`config.mk`:
```
export PLATFORM = sky130hd
export DESIGN_NAME = dic_cmd_ctrl
export DESIGN_NICKNAME = d
export VERILOG_FILES = /design/src/rtl/dic_pkg.sv /design/src/rtl/dic_asc2bcd.sv /design/src/rtl/dic_cmd_ctrl.sv
export SDC_FILE = /design/constraint.sdc
export NUM_CORES = 1
export LEC_CHECK = 0
export BUFFER_PORTS_ARGS = -buffer_cell sky130_fd_sc_hd__buf_2
export CAP_MARGIN = 40
export CORE_MARGIN = 10
export CORE_UTILIZATION = 50
export DETAILED_ROUTE_END_ITERATION = 12
export GPL_ROUTABILITY_DRIVEN = 1
export PLACE_DENSITY = 0.78
export REMOVE_ABC_BUFFERS = 1
export SLEW_MARGIN = 20
export SYNTH_ARGS = -nofsm -noshare
export SYNTH_HDL_FRONTEND = slang
export SYNTH_SLANG_ARGS = --single-unit
```
`constraint.sdc`:
```
create_clock -name clk -period 2.9 [get_ports clk]
set_input_delay 0.145 -clock clk [delete_from_list [all_inputs] [get_ports clk]]
set_output_delay 0.145 -clock clk [all_outputs]
set_load 0.05 [all_outputs]
```
`src/rtl/dic_pkg.sv`:
```
// Shared types and ASCII key codes for the digital-clock command controller.
package dic_pkg;

    typedef enum logic [2:0] {
        IDLE   = 3'd0,
        SET_MT = 3'd1,
        SET_MO = 3'd2,
        SET_ST = 3'd3,
        SET_SO = 3'd4
    } dic_state_e;

    localparam logic [7:0] KEY_R_LC = 8'h72;
    localparam logic [7:0] KEY_R_UC = 8'h52;
    localparam logic [7:0] KEY_S_LC = 8'h73;
    localparam logic [7:0] KEY_S_UC = 8'h53;
    localparam logic [7:0] KEY_L_LC = 8'h6C;
    localparam logic [7:0] KEY_L_UC = 8'h4C;
    localparam logic [7:0] KEY_T_LC = 8'h74;
    localparam logic [7:0] KEY_T_UC = 8'h54;
    localparam logic [7:0] KEY_ESC  = 8'h1B;
    localparam logic [7:0] ASC_0    = 8'h30;
    localparam logic [7:0] ASC_9    = 8'h39;

endpackage

```
`src/rtl/dic_asc2bcd.sv`:
```
// Combinational ASCII decoder: digit/range classification and case-folded
// command-key detection for the command controller.
module dic_asc2bcd
    import dic_pkg::*;
#(
    parameter int unsigned MAX_TENS = 5,
    parameter int unsigned MAX_ONES = 9
) (
    input  logic [7:0] i_rx_data,
    input  logic       i_sel_tens,
    output logic       o_is_digit,
    output logic       o_in_range,
    output logic [3:0] o_bcd,
    output logic       o_is_run,
    output logic       o_is_stop,
    output logic       o_is_led,
    output logic       o_is_set,
    output logic       o_is_esc
);

    localparam logic [3:0] MaxTens = 4'(MAX_TENS);
    localparam logic [3:0] MaxOnes = 4'(MAX_ONES);

    logic [3:0] w_limit;

    assign o_is_digit = (i_rx_data >= ASC_0) && (i_rx_data <= ASC_9);
    assign o_bcd      = i_rx_data[3:0];
    assign w_limit    = i_sel_tens ? MaxTens : MaxOnes;
    assign o_in_range = o_is_digit && (o_bcd <= w_limit);

    assign o_is_run  = (i_rx_data == KEY_R_LC) || (i_rx_data == KEY_R_UC);
    assign o_is_stop = (i_rx_data == KEY_S_LC) || (i_rx_data == KEY_S_UC);
    assign o_is_led  = (i_rx_data == KEY_L_LC) || (i_rx_data == KEY_L_UC);
    assign o_is_set  = (i_rx_data == KEY_T_LC) || (i_rx_data == KEY_T_UC);
    assign o_is_esc  = (i_rx_data == KEY_ESC);

endmodule

```
`src/rtl/dic_cmd_ctrl.sv`:
```
// Command controller: turns received ASCII bytes into run/freeze, LED-select
// and digit-load controls for the digital-clock datapath. All outputs registered.
module dic_cmd_ctrl
    import dic_pkg::*;
#(
    parameter bit          RUN_AT_RESET = 1'b1,
    parameter int unsigned MAX_TENS     = 5,
    parameter int unsigned MAX_ONES     = 9
) (
    input  logic       clk,
    input  logic       rst,
    input  logic [7:0] rx_data,
    input  logic       rx_valid,
    output logic       dicRun,
    output logic       dicSelectLEDdisp,
    output logic       ldMtens,
    output logic       ldMones,
    output logic       ldStens,
    output logic       ldSones,
    output logic [3:0] ld_num,
    output logic       o_setMode,
    output logic       o_err
);

    dic_state_e r_state, w_state_nxt;
    logic       r_run, w_run_nxt;
    logic       r_saved_run, w_saved_run_nxt;
    logic       r_sel, w_sel_nxt;
    logic       r_ld_mt, w_ld_mt_nxt;
    logic       r_ld_mo, w_ld_mo_nxt;
    logic       r_ld_st, w_ld_st_nxt;
    logic       r_ld_so, w_ld_so_nxt;
    logic [3:0] r_ld_num, w_ld_num_nxt;
    logic       r_set_mode;
    logic       r_err, w_err_nxt;

    logic       w_sel_tens;
    logic       w_is_digit, w_in_range;
    logic [3:0] w_bcd;
    logic       w_is_run, w_is_stop, w_is_led, w_is_set, w_is_esc;

    assign w_sel_tens = (r_state == SET_MT) || (r_state == SET_ST);

    dic_asc2bcd #(
        .MAX_TENS (MAX_TENS),
        .MAX_ONES (MAX_ONES)
    ) u_asc2bcd (
        .i_rx_data  (rx_data),
        .i_sel_tens (w_sel_tens),
        .o_is_digit (w_is_digit),
        .o_in_range (w_in_range),
        .o_bcd      (w_bcd),
        .o_is_run   (w_is_run),
        .o_is_stop  (w_is_stop),
        .o_is_led   (w_is_led),
        .o_is_set   (w_is_set),
        .o_is_esc   (w_is_esc)
    );

    always_comb begin
        w_state_nxt     = r_state;
        w_run_nxt       = r_run;
        w_saved_run_nxt = r_saved_run;
        w_sel_nxt       = 1'b0;
        w_ld_mt_nxt     = 1'b0;
        w_ld_mo_nxt     = 1'b0;
        w_ld_st_nxt     = 1'b0;
        w_ld_so_nxt     = 1'b0;
        w_ld_num_nxt    = r_ld_num;
        w_err_nxt       = 1'b0;

        if (rx_valid) begin
            unique case (r_state)
                IDLE: begin
                    if (w_is_run) begin
                        w_run_nxt = 1'b1;
                    end else if (w_is_stop) begin
                        w_run_nxt = 1'b0;
                    end else if (w_is_led) begin
                        w_sel_nxt = 1'b1;
                    end else if (w_is_set) begin
                        w_saved_run_nxt = r_run;
                        w_run_nxt       = 1'b0;
                        w_state_nxt     = SET_MT;
                    end
                end
                SET_MT, SET_MO, SET_ST, SET_SO: begin
                    if (w_is_esc) begin
                        // Abort keeps already-loaded digits; only run state is restored.
                        w_run_nxt   = r_saved_run;
                        w_state_nxt = IDLE;
                    end else if (w_in_range) begin
                        w_ld_num_nxt = w_bcd;
                        unique case (r_state)
                            SET_MT: begin
                                w_ld_mt_nxt = 1'b1;
                                w_state_nxt = SET_MO;
                            end
                            SET_MO: begin
                                w_ld_mo_nxt = 1'b1;
                                w_state_nxt = SET_ST;
                            end
                            SET_ST: begin
                                w_ld_st_nxt = 1'b1;
                                w_state_nxt = SET_SO;
                            end
                            default: begin
                                w_ld_so_nxt = 1'b1;
                                w_run_nxt   = r_saved_run;
                                w_state_nxt = IDLE;
                            end
                        endcase
                    end else begin
                        w_err_nxt = 1'b1;
                    end
                end
                default: begin
                    w_state_nxt = IDLE;
                end
            endcase
        end
    end

    always_ff @(posedge clk or negedge rst) begin
        if (!rst) begin
            r_state     <= IDLE;
            r_run       <= RUN_AT_RESET;
            r_saved_run <= RUN_AT_RESET;
            r_sel       <= 1'b0;
            r_ld_mt     <= 1'b0;
            r_ld_mo     <= 1'b0;
            r_ld_st     <= 1'b0;
            r_ld_so     <= 1'b0;
            r_ld_num    <= 4'd0;
            r_set_mode  <= 1'b0;
            r_err       <= 1'b0;
        end else begin
            r_state     <= w_state_nxt;
            r_run       <= w_run_nxt;
            r_saved_run <= w_saved_run_nxt;
            r_sel       <= w_sel_nxt;
            r_ld_mt     <= w_ld_mt_nxt;
            r_ld_mo     <= w_ld_mo_nxt;
            r_ld_st     <= w_ld_st_nxt;
            r_ld_so     <= w_ld_so_nxt;
            r_ld_num    <= w_ld_num_nxt;
            r_set_mode  <= (w_state_nxt != IDLE);
            r_err       <= w_err_nxt;
        end
    end

    assign dicRun           = r_run;
    assign dicSelectLEDdisp = r_sel;
    assign ldMtens          = r_ld_mt;
    assign ldMones          = r_ld_mo;
    assign ldStens          = r_ld_st;
    assign ldSones          = r_ld_so;
    assign ld_num           = r_ld_num;
    assign o_setMode        = r_set_mode;
    assign o_err            = r_err;

endmodule
```
==> qor.yml, run 1 <==
grt.total_usage_pct: 11.2
root_buffer: "clkbuf_4"
syn_area_per_cell_sq_um: 11.6
total_power_w: 0.000406
hpwl_microns: 1590
final_cell_mix: "22 x buf_2, 14 x dfrtp_1, 7 x nor2_1"
p_leak_nw: 0.513
path_class: "reg2reg"
worstPathArrival_ns: 2.87
gp_congestion: 0.956
yosysTopAreaCell: "dfrtp_1"
tns_ns: 0
cts_made_buffers: 3
netlist_area_sq_um: 856
setup_viol: 0
antenna_found_initial: 0
maxSlewHeadroom_pct: 73.7
synth_edf_count: 0
cts_tree: "yes"
core_sq_um: 1560
yosys_warnings: 0
endpoint_kind: "flop"
pre_cts_ws_ns: 0.238
finalClockSkew_ns: 0.00149
numPortBuffers: 22
drt_iter0_drc: 22
clkTransAtPathRegs_ns: 0.09
worstPathMaxFanout: 9
r2r_slack_ns: 0.20
powerDensity_nw_per_um2: 399
dieWidth_microns: 61.4
drv_cap: 0
final_hold_viol_count: 0
final_common_cell: "buf_2"
firstDrtPassIters: 4
rsz0062_at_grt: "false"
cts_max_path_buffers: 2
crit_required_ns: 3.07
clock_sinks: 16
min_path_cells: 3
hold_start: "rx_data[6]"
area_growth_pct: 18.9
holdCritPathClass: "in2reg"
syn_inst: 74
slew_viol_final: 0
synth_cell_types: 36
rr_worst_depth: 7
first_global_vias: 748
layout_min_cycle_time_ns: 2.70
status: "complete, no violations"
wire_per_inst_microns: 17.1
min_to: "dicSelectLEDdisp"
grt_pass1_wl_microns: 3220
die_height_microns: 61.4
timing.rr.start: "r_state[2]"
start_util_pct: 54.9
async_flop_share_pct: 100
boundaryPins: 23
fmax_ghz: 0.371
cts_setup_buffers: 0
n_antenna_cell: 0
design.die.area_sq_um: 3770
fin_util_pct: 65.2
worst_slack_ns: 0.204
clk-insertion-delay-late_ns: 0.28
ys_top_cells_by_area: "dfrtp_1 41%, mux2_4 7.0%, dfstp_2 6.1%, a2111oi_4 3.2%, nor2_1 3.1%"
synth_top_area_share_pct: 40.9
routed_wl_microns: 1960
rr_endpoint: "ld_num[2]"
worst_slew_pin_slew_ns: 0.395
ys.flop_type: "dfrtp_1"
drcViolationCount: 0
htreeDepth: 1
vias_per_cell: 5.78
synth.ff_latch_count: 16
nNetsFinal: 113
vias: 665
rows: 14
grt.overflow.total: 0
grt_max_degree: 17
drtAntennaViolNets: 0
fin_crit_sh_pct: 93.0
start_kind: "flop"
layout-drive-gt1-share_pct: 38.4
ir_drop_mv: 0.311
seq_area_frac_synth_pct: 47.1
[registers in the layout, summed over array words and instances (netlist names)]
signal / count
o_err: 1
ldSones: 1
ldMtens: 1
ldStens: 1
o_setMode: 1
dicRun: 1
dicSelectLEDdisp: 1
r_state: 3
r_saved_run: 1
ld_num: 4
ldMones: 1
[worst max-delay path, stage by stage (launching register included)]
cell and delay, ns:
dfrtp_1 0.49, nor2b_1 0.26, inv_1 0.10, ha_1 0.30, a21o_1 0.19, a2111oi_4 0.46, and3_1 0.44, mux2_4 0.34
[synthesized netlist by cell type (2+ instances only)]
| library cell | number |
|---|---|
| nor2_1 | 7 |
| dfstp_2 | 2 |
| a21oi_1 | 3 |
| o21ai_0 | 2 |
| nand2_1 | 6 |
| ha_1 | 2 |
| mux2_2 | 2 |
| dfrtp_1 | 14 |
| mux2_4 | 4 |
| or3_1 | 2 |
| o22a_1 | 2 |
| a22o_1 | 2 |
| xnor2_1 | 2 |
| and2_1 | 2 |
[final cells by class]
| type | count | area (sq um) |
|---|---|---|
| inverters | 1 | 3.75 |
| fillers | 122 | 542 |
| flip-flops and latches | 16 | 403 |
| multi-input cells | 55 | 434 |
| well taps | 16 | 20.0 |
| repair buffers | 23 | 120 |
| clock buffers | 4 | 36.3 |
[cell families (layout without fill, tap and decap cells)]
group / Yosys count / after routing / synth area share (%)
AOI/OAI and AO/OA: 16 / 16 / 15.8
adders and majority gates: 2 / 2 / 2.92
muxes: 6 / 6 / 9.65
buffers and inverters: 3 / 28 / 2.19
DFF: 16 / 16 / 47.1
xor gates and xnor gates: 2 / 2 / 2.05
and+or+nand+nor: 29 / 29 / 20.3
[per-layer routing]
layer / up-vias / track usage, % / wire (microns)
met5: - / 0 / 0
met4: 0 / 4.14 / 11
li1: 321 / - / -
met1: 317 / 12.6 / 848
met3: 2 / 4.12 / 129
met2: 25 / 19.2 / 972
[through the flow]
stage               hold WS [ns]  instances  cell area, sq um
global placement          0.0700        110               971
floorplan                 -0.151         72               841
global route               0.136        115              1020
detailed placement        0.0739        110               971
CTS                        0.124        115              1020
finish                     0.125        115              1020
[power breakdown]
part           total (W)  switching [W]  internal, W
Sequential      0.000224    0.000000420     0.000224
Combinational  0.0000373      0.0000228    0.0000145
Clock           0.000144      0.0000682    0.0000763
Total           0.000406      0.0000914     0.000315
[timing repair]
item,CTS,global route
hold buffers,1,0
gates resized for setup,0,0
hold endpoints to repair,14,0
endpoints found under the setup margin,0,0
[worst max path at each step]
stage                from  cells past startpoint  slack (ns)   endpoint
2_1_floorplan  r_state[2]                      7        0.47  ld_num[0]
4_1_cts        r_state[2]                      7        0.22  ld_num[2]
6_report       r_state[2]                      7        0.20  ld_num[2]
3_3_place_gp   r_state[2]                      7        0.35  ld_num[0]
3_5_place_dp   r_state[2]                      7        0.24  ld_num[2]
5_1_grt        r_state[2]                      7        0.06  ld_num[2]
Note: power is estimated with default switching activity, not from simulation.
==> run 2, diff against run 1 <==
--- a/config.mk
+++ b/config.mk
@@ -11,6 +11,7 @@
 export CORE_UTILIZATION = 50
 export DETAILED_ROUTE_END_ITERATION = 12
 export GPL_ROUTABILITY_DRIVEN = 1
+export GPL_TIMING_DRIVEN = 0
 export PLACE_DENSITY = 0.78
 export REMOVE_ABC_BUFFERS = 1
 export SLEW_MARGIN = 20
==> run 2 against run 1 <==
  * Flip-flop and latch count did not move
  * Non-clock buffer count did not move
  * Largest cell class unchanged
  * Die area did not move
  * Highest routed layer unchanged
  * Setup slack barely moved
==> qor.yml, run 2 (same netlist as run 1, synthesis figures left out) <==
status: "complete, no violations"
fin_crit_sh_pct: 93.0
clk-insertion-delay-late_ns: 0.28
tns_ns: 0
start_util_pct: 54.9
drtAntennaViolNets: 0
layout_min_cycle_time_ns: 2.70
holdCritPathClass: "in2reg"
pre_cts_ws_ns: 0.228
die_height_microns: 61.4
vias: 668
first_global_vias: 685
vias_per_cell: 5.81
powerDensity_nw_per_um2: 380
postPlaceCellArea_sq_um: 971
maxSlewHeadroom_pct: 74.3
rows: 14
drcViolationCount: 0
finalClockSkew_ns: 0.00714
crit_required_ns: 3.08
worstPathMaxFanout: 9
worst_slew_pin_slew_ns: 0.382
design.die.area_sq_um: 3770
grt_pass1_wl_microns: 2880
gp_congestion: 0.790
worstPathArrival_ns: 2.87
ir_drop_mv: 0.205
clkTransAtPathRegs_ns: 0.09
fmax_ghz: 0.371
cts_tree: "yes"
grt_max_degree: 17
final_common_cell: "buf_2"
wire_per_inst_microns: 15.3
clock_sinks: 16
cts_max_path_buffers: 2
final_hold_viol_count: 0
core_sq_um: 1560
setup_viol: 0
htreeDepth: 1
seq_area_sq_um: 403
layout-drive-gt1-share_pct: 37.4
path_class: "reg2reg"
design_area_sq_um: 1010
cts_resized: 0
final_cell_mix: "22 x buf_2, 14 x dfrtp_1, 7 x nor2_1"
slew_viol_final: 0
grt.overflow.total: 0
p_leak_nw: 0.507
dieWidth_microns: 61.4
endpoint_kind: "flop"
start_kind: "flop"
boundaryPins: 23
worst_slack_ns: 0.204
drv_cap: 0
largest_register_ffs: 4
routed_wl_microns: 1760
drt_iter0_drc: 11
fin_hold_ws_ns: 0.124
numPortBuffers: 22
cts_setup_buffers: 0
antenna_found_initial: 0
area_growth_pct: 17.7
grt.total_usage_pct: 10.1
cts_made_buffers: 3
n_antenna_cell: 0
rsz0062_at_grt: "false"
multi_input_area_sq_um: 434
fillers: 128
hpwl_microns: 1390
firstDrtPassIters: 4
root_buffer: "clkbuf_4"
fin_util_pct: 64.6
nNetsFinal: 113
==> run 2: cell counts in the layout (fill, tap and decap cells not counted) <==
Identical to the previous run, type by type.
==> run 2: final cells by class <==
class	count	share of cell area [%]
Multi-Input combinational cell	55	43.1
Clock buffer	4	2.61
Inverter	1	0.373
Timing Repair Buffer	23	11.9
Sequential cell	16	40.0
Tap cell	16	1.99
==> run 2: path summary, 6_finish.rpt <==
check,to,slack (ns),from,cells after the start
worst max-delay path,ld_num[0],0.20,r_state[2],7
worst min-delay path,o_err,0.12,rx_valid,3
worst max register to register,ld_num[0],0.20,r_state[2],7
worst min register to register,ld_num[3],0.52,ld_num[3],1
max in group asynchronous,dicRun,2.30,rst,2
min in group asynchronous,ldSones,0.29,rst,2
==> run 2: timing repair <==
action                                 4_1_cts  5_1_grt
setup endpoints to repair                    0        0
endpoints found under the hold margin       14        0
hold buffers                                 1        0
==> run 2: per-layer routing <==
layer / track usage, % / up-vias / routed length [microns]
met2: 16.3 / 22 / 831
met4: 3.18 / 0 / 21
li1: - / 327 / -
met1: 12.1 / 315 / 778
met3: 3.91 / 4 / 126
met5: 0 / - / 0
==> run 2: worst max-delay path, cell delays in order, from the launching register on <==
cell       delay (ns)
dfrtp_1          0.49
nor2b_1          0.27
inv_1            0.10
ha_1             0.30
a21o_1           0.19
a2111oi_4        0.46
and3_1           0.46
mux2_4           0.34
==> run 2: where the power goes <==
part	leakage [nW]	internal, W	total, W	switching, W
sequential	0.216	0.000224	0.000224	0.000000374
combinational	0.276	0.0000146	0.0000368	0.0000222
clock	0.0150	0.0000534	0.000121	0.0000679
total	0.507	0.000292	0.000382	0.0000905
==> run 2: metrics by stage <==
step	cells	power (W)
after floorplan	72	0.000246
after global placement	110	0.000263
after detailed placement	110	0.000264
after CTS	115	0.000388
after global routing	115	0.000402
final	115	0.000382
